<file path="src/rtl/serial_parity_tx_pkg.sv">
// Shared constants for the serial parity transmitter and its downstream checker:
// FSM state encoding, parity-mode selectors and the parity-bit helper.
package serial_parity_tx_pkg;

  localparam logic [1:0] ST_IDLE   = 2'd0;
  localparam logic [1:0] ST_SHIFT  = 2'd1;
  localparam logic [1:0] ST_PARITY = 2'd2;

  localparam int PAR_EVEN = 0;
  localparam int PAR_ODD  = 1;

  // Turns the XOR of the data bits into the transmitted parity bit for a given mode.
  function automatic logic parity_bit(input logic acc, input int mode);
    case (mode)
      PAR_EVEN: return acc;
      PAR_ODD:  return ~acc;
      default:  return acc;
    endcase
  endfunction

endpackage

</file>
<file path="src/rtl/serial_parity_tx.sv">
// Parallel-to-serial transmitter: shifts each accepted word out LSB-first on x,
// then appends one parity bit. Frames can run back-to-back with no gap cycle.
module serial_parity_tx
  import serial_parity_tx_pkg::*;
#(
  parameter int DATA_W     = 8,
  parameter int PARITY_ODD = PAR_EVEN
) (
  input  logic              clk,
  input  logic              reset,
  input  logic [DATA_W-1:0] din,
  input  logic              din_valid,
  output logic              din_ready,
  output logic              x,
  output logic              x_valid,
  output logic              frame_start,
  output logic              frame_end,
  output logic              busy
);

  localparam int                CNT_W    = $clog2(DATA_W);
  localparam logic [CNT_W-1:0]  CNT_LAST = CNT_W'(DATA_W - 1);

  logic [1:0]        state, state_next;
  logic [DATA_W-1:0] sreg, sreg_next;
  logic [CNT_W-1:0]  cnt, cnt_next;
  logic              acc, acc_next;
  logic              x_next, x_valid_next, frame_start_next, frame_end_next, busy_next;
  logic              accept;

  // The parity cycle also accepts, which is what lets frames abut without a gap.
  assign din_ready = (state == ST_IDLE) || (state == ST_PARITY);
  assign accept    = din_valid && din_ready;

  always_comb begin
    state_next       = state;
    sreg_next        = sreg;
    cnt_next         = cnt;
    acc_next         = acc;
    x_next           = 1'b0;
    x_valid_next     = 1'b0;
    frame_start_next = 1'b0;
    frame_end_next   = 1'b0;

    case (state)
      ST_IDLE: begin
        if (accept) begin
          state_next = ST_SHIFT;
          sreg_next  = din;
          cnt_next   = '0;
          acc_next   = ^din;
        end
      end
      ST_SHIFT: begin
        x_next           = sreg[0];
        x_valid_next     = 1'b1;
        frame_start_next = (cnt == '0);
        sreg_next        = sreg >> 1;
        cnt_next         = cnt + CNT_W'(1);
        if (cnt == CNT_LAST) begin
          state_next = ST_PARITY;
        end
      end
      ST_PARITY: begin
        x_next         = parity_bit(acc, PARITY_ODD);
        x_valid_next   = 1'b1;
        frame_end_next = 1'b1;
        if (accept) begin
          state_next = ST_SHIFT;
          sreg_next  = din;
          cnt_next   = '0;
          acc_next   = ^din;
        end else begin
          state_next = ST_IDLE;
        end
      end
      default: begin
        state_next = ST_IDLE;
      end
    endcase

    busy_next = (state_next != ST_IDLE);
  end

  always_ff @(posedge clk or negedge reset) begin
    if (!reset) begin
      state       <= ST_IDLE;
      sreg        <= '0;
      cnt         <= '0;
      acc         <= 1'b0;
      x           <= 1'b0;
      x_valid     <= 1'b0;
      frame_start <= 1'b0;
      frame_end   <= 1'b0;
      busy        <= 1'b0;
    end else begin
      state       <= state_next;
      sreg        <= sreg_next;
      cnt         <= cnt_next;
      acc         <= acc_next;
      x           <= x_next;
      x_valid     <= x_valid_next;
      frame_start <= frame_start_next;
      frame_end   <= frame_end_next;
      busy        <= busy_next;
    end
  end

endmodule

</file>
<file path="config.mk">
export PLATFORM = sky130hd
export DESIGN_NAME = serial_parity_tx
export DESIGN_NICKNAME = d
export VERILOG_FILES = /design/src/rtl/serial_parity_tx_pkg.sv /design/src/rtl/serial_parity_tx.sv
export SDC_FILE = /design/constraint.sdc
export NUM_CORES = 1
export LEC_CHECK = 0
export CAP_MARGIN = 20
export CORE_UTILIZATION = 40
export DETAILED_ROUTE_END_ITERATION = 8
export HOLD_SLACK_MARGIN = 0.02
export PLACE_DENSITY = 0.62
export SYNTH_ARGS = -nofsm -noshare
export SYNTH_HDL_FRONTEND = slang
export SYNTH_SLANG_ARGS = --single-unit
export TNS_END_PERCENT = 100
</file>
<file path="constraint.sdc">
create_clock -name clk -period 2 [get_ports clk]
set_clock_uncertainty 0.05 [all_clocks]
set_input_delay 0.4 -clock clk [delete_from_list [all_inputs] [get_ports clk]]
set_output_delay 0.4 -clock clk [all_outputs]
set_load 0.05 [all_outputs]
</file>
==> impl_metrics.env <==
export IMPL_cts_root_buf="clkbuf_4"
export IMPL_overflow=0
export IMPL_critical_path_max_fanout=3
export IMPL_clkTransAtPathRegs_ns=0.11
export IMPL_setup_slack_ns=0.111
export IMPL_synth_common_cells="19 x dfrtp_1, 7 x a21oi_2, 7 x ha_1, 7 x mux2i_1, 7 x xnor2_1"
export IMPL_slew_headroom_pct=67.3
export IMPL_antenna_cells=0
export IMPL_synth_most_common_cell="dfrtp_1"
export IMPL_hold_viol=0
export IMPL_dp_hpwl_mm=1.14
export IMPL_layoutNonFillerInstCount=135
export IMPL_fp_coreArea_um2=2300
export IMPL_fillers=223
export IMPL_clkLatencyLatePin_ns=0.30
export IMPL_drt_total_wl_mm=1.56
export IMPL_first_pass_iters=3
export IMPL_syn_avg_cell_area_um2=11.6
export IMPL_grt_pass1_vias=630
export IMPL_vias=638
export IMPL_synth_seq_cells=19
export IMPL_portBuffers=16
export IMPL_ys_top_cells_by_area="dfrtp_1 47%, ha_1 8.7%, mux2i_1 6.9%"
export IMPL_fp_dieH_um=52.2
export IMPL_start_kind="flop"
export IMPL_hp_class="in -> async"
export IMPL_holdBufCountCts=0
export IMPL_synth_area_um2=1010
export IMPL_fin_crit_ns=1.89
export IMPL_synth_edf_count=0
export IMPL_ys_warnings_count=0
export IMPL_clockBufferDepth=2
export IMPL_p_leak_nw=0.543
export IMPL_final_layout_size_suffix_gt1_share_pct=28.0
export IMPL_syn_inst=87
export IMPL_max_vdd_ir_drop_v=0.000916
export IMPL_crit_path_end_kind="output port"
export IMPL_routedWlPerCell_um=11.6
export IMPL_drv_cap=0
export IMPL_cellPowerDensity_nw_per_um2=1450
export IMPL_drcViolationCount=0
export IMPL_crit_required_ns=1.55
export IMPL_ff2ff_path_depth=6
export IMPL_async_flop_share_pct=100
export IMPL_die_area_um2=2730
export IMPL_ant_nets=0
export IMPL_worstSetupPathType="reg -> out"
export IMPL_setup_viol=0
export IMPL_gr_usage_all_layers_pct=14.1
export IMPL_place_gp_congestion=0.701
export IMPL_fin_crit_sh_pct=94.4
export IMPL_synth_yosys_seq_area_share_pct=47.1
export IMPL_yosys_area_top_type="dfrtp_1"
export IMPL_syn_num_nets=105
export IMPL_synth_top_area_share_pct=47.1
export IMPL_pin_count=17
export IMPL_nNetsFinal=126
export IMPL_status="completed"
export IMPL_timing_fmax_mhz=530
export IMPL_multi_input_area_um2=479
export IMPL_grt_pass1_wl_mm=2.72
export IMPL_cts_tree="done"
export IMPL_arrival_ns=1.44
export IMPL_antenna_found_initial=0
export IMPL_post_drt_via_cell_ratio=4.73
export IMPL_num_rows=17
export IMPL_post_place_ws_ns=0.337
export IMPL_area_growth_syn_to_layout_pct=21.3
export IMPL_clock_sinks=19
export IMPL_grt_max_degree=24
export IMPL_first_iter_violations=3
export IMPL_seq_area_um2=475
export IMPL_slew_violations=0
export IMPL_place_inst=130
export IMPL_ys_flop_type="dfrtp_1"
export IMPL_worst_pin_slew_ns=0.489
export IMPL_cts_buffers=3
export IMPL_h_tree_depth=1
export IMPL_fp_dieW_um=52.2
export IMPL_post_synth_num_cell_types=23
export IMPL_initial_core_util_pct=43.9
## power breakdown
group,switching (mW),internal [mW]
Combinational,0.545,0.390
Sequential,0.0912,0.548
Clock,0.123,0.0747
Total,0.759,1.01
## worst max-delay path, cell delays in order, from the launching register on
cell and delay [ns]:
dfrtp_1 0.41, inv_2 0.07, ha_1 0.24, nor2_2 0.13, inv_1 0.09, buf_4 0.20
## registers in the layout (all words and copies together), names as in the netlist
register	cells
frame_end	1
busy	1
sreg	8
x_valid	1
cnt	3
x	1
state	2
frame_start	1
acc	1
## layout by cell type, fill, tap and decap left out, types with 2 or more instances in the layout
cell	instances
nand3_1	3
nand2_1	3
clkdlybuf4s50_1	15
o21ai_2	4
xnor2_1	7
dfrtp_1	19
buf_4	4
mux2i_1	7
nor2b_1	3
nor2_2	7
clkbuf_4	3
ha_1	7
a21oi_2	7
o21ai_0	2
a21oi_1	2
inv_1	6
## path summary, 6_finish.rpt
check                           startpoint  slack, ns        end
worst max-delay path              state[0]       0.11  din_ready
worst min-delay path                 reset       0.37    x_valid
worst max register to register    state[0]       0.43    sreg[3]
worst min register to register         acc       0.46        acc
max in group asynchronous            reset       1.33    sreg[5]
min in group clk                       acc       0.46        acc
## metrics by stage
step | hold WS, ns | area [µm²] | setup TNS, ns | util, % | total power, mW
finish | 0.366 | 1220 | 0 | 53.3 | 1.77
global route | 0.392 | 1220 | -0.00465 | 53.3 | 1.91
CTS | 0.369 | 1210 | 0 | 52.8 | 1.79
detailed placement | 0.441 | 1190 | 0 | 51.6 | 1.58
global placement | 0.424 | 1190 | 0 | 51.6 | 1.57
floorplan | 0.0544 | 1010 | 0 | - | 1.38
## area by class of cell
type | instances | area share, %
tap | 28 | 2.86
sequential | 19 | 38.9
clock buffer | 3 | 1.84
clock inverter | 1 | 0.409
multi-input combinational | 58 | 39.2
timing repair buffer | 19 | 14.7
inverter | 7 | 2.15
## kinds of logic after synthesis
family                   after synthesis  synth area share, %
XOR/XNOR                               7                 6.08
AND/OR/NAND/NOR                       19                 11.3
flip-flops                            19                 47.1
adder cells (fa/ha/maj)                7                 8.68
buffers and inverters                 10                 5.58
multiplexers                           8                 8.44
AO/OA/AOI/OAI                         17                 12.8
## routing by layer
metal  vias to the layer above  GRT usage [%]  share of wire, %
met5                         -              0                 0
met3                         4           5.22               3.8
met4                         0           5.26               1.7
met1                       296           16.5                47
met2                        13           23.5                48
li1                        325              -                 -
## what timing repair did
action                     CTS  global route
resized for setup            0             1
setup endpoints to repair    0             1
setup buffers                0             1
Note: power is estimated with default switching activity, not from simulation.
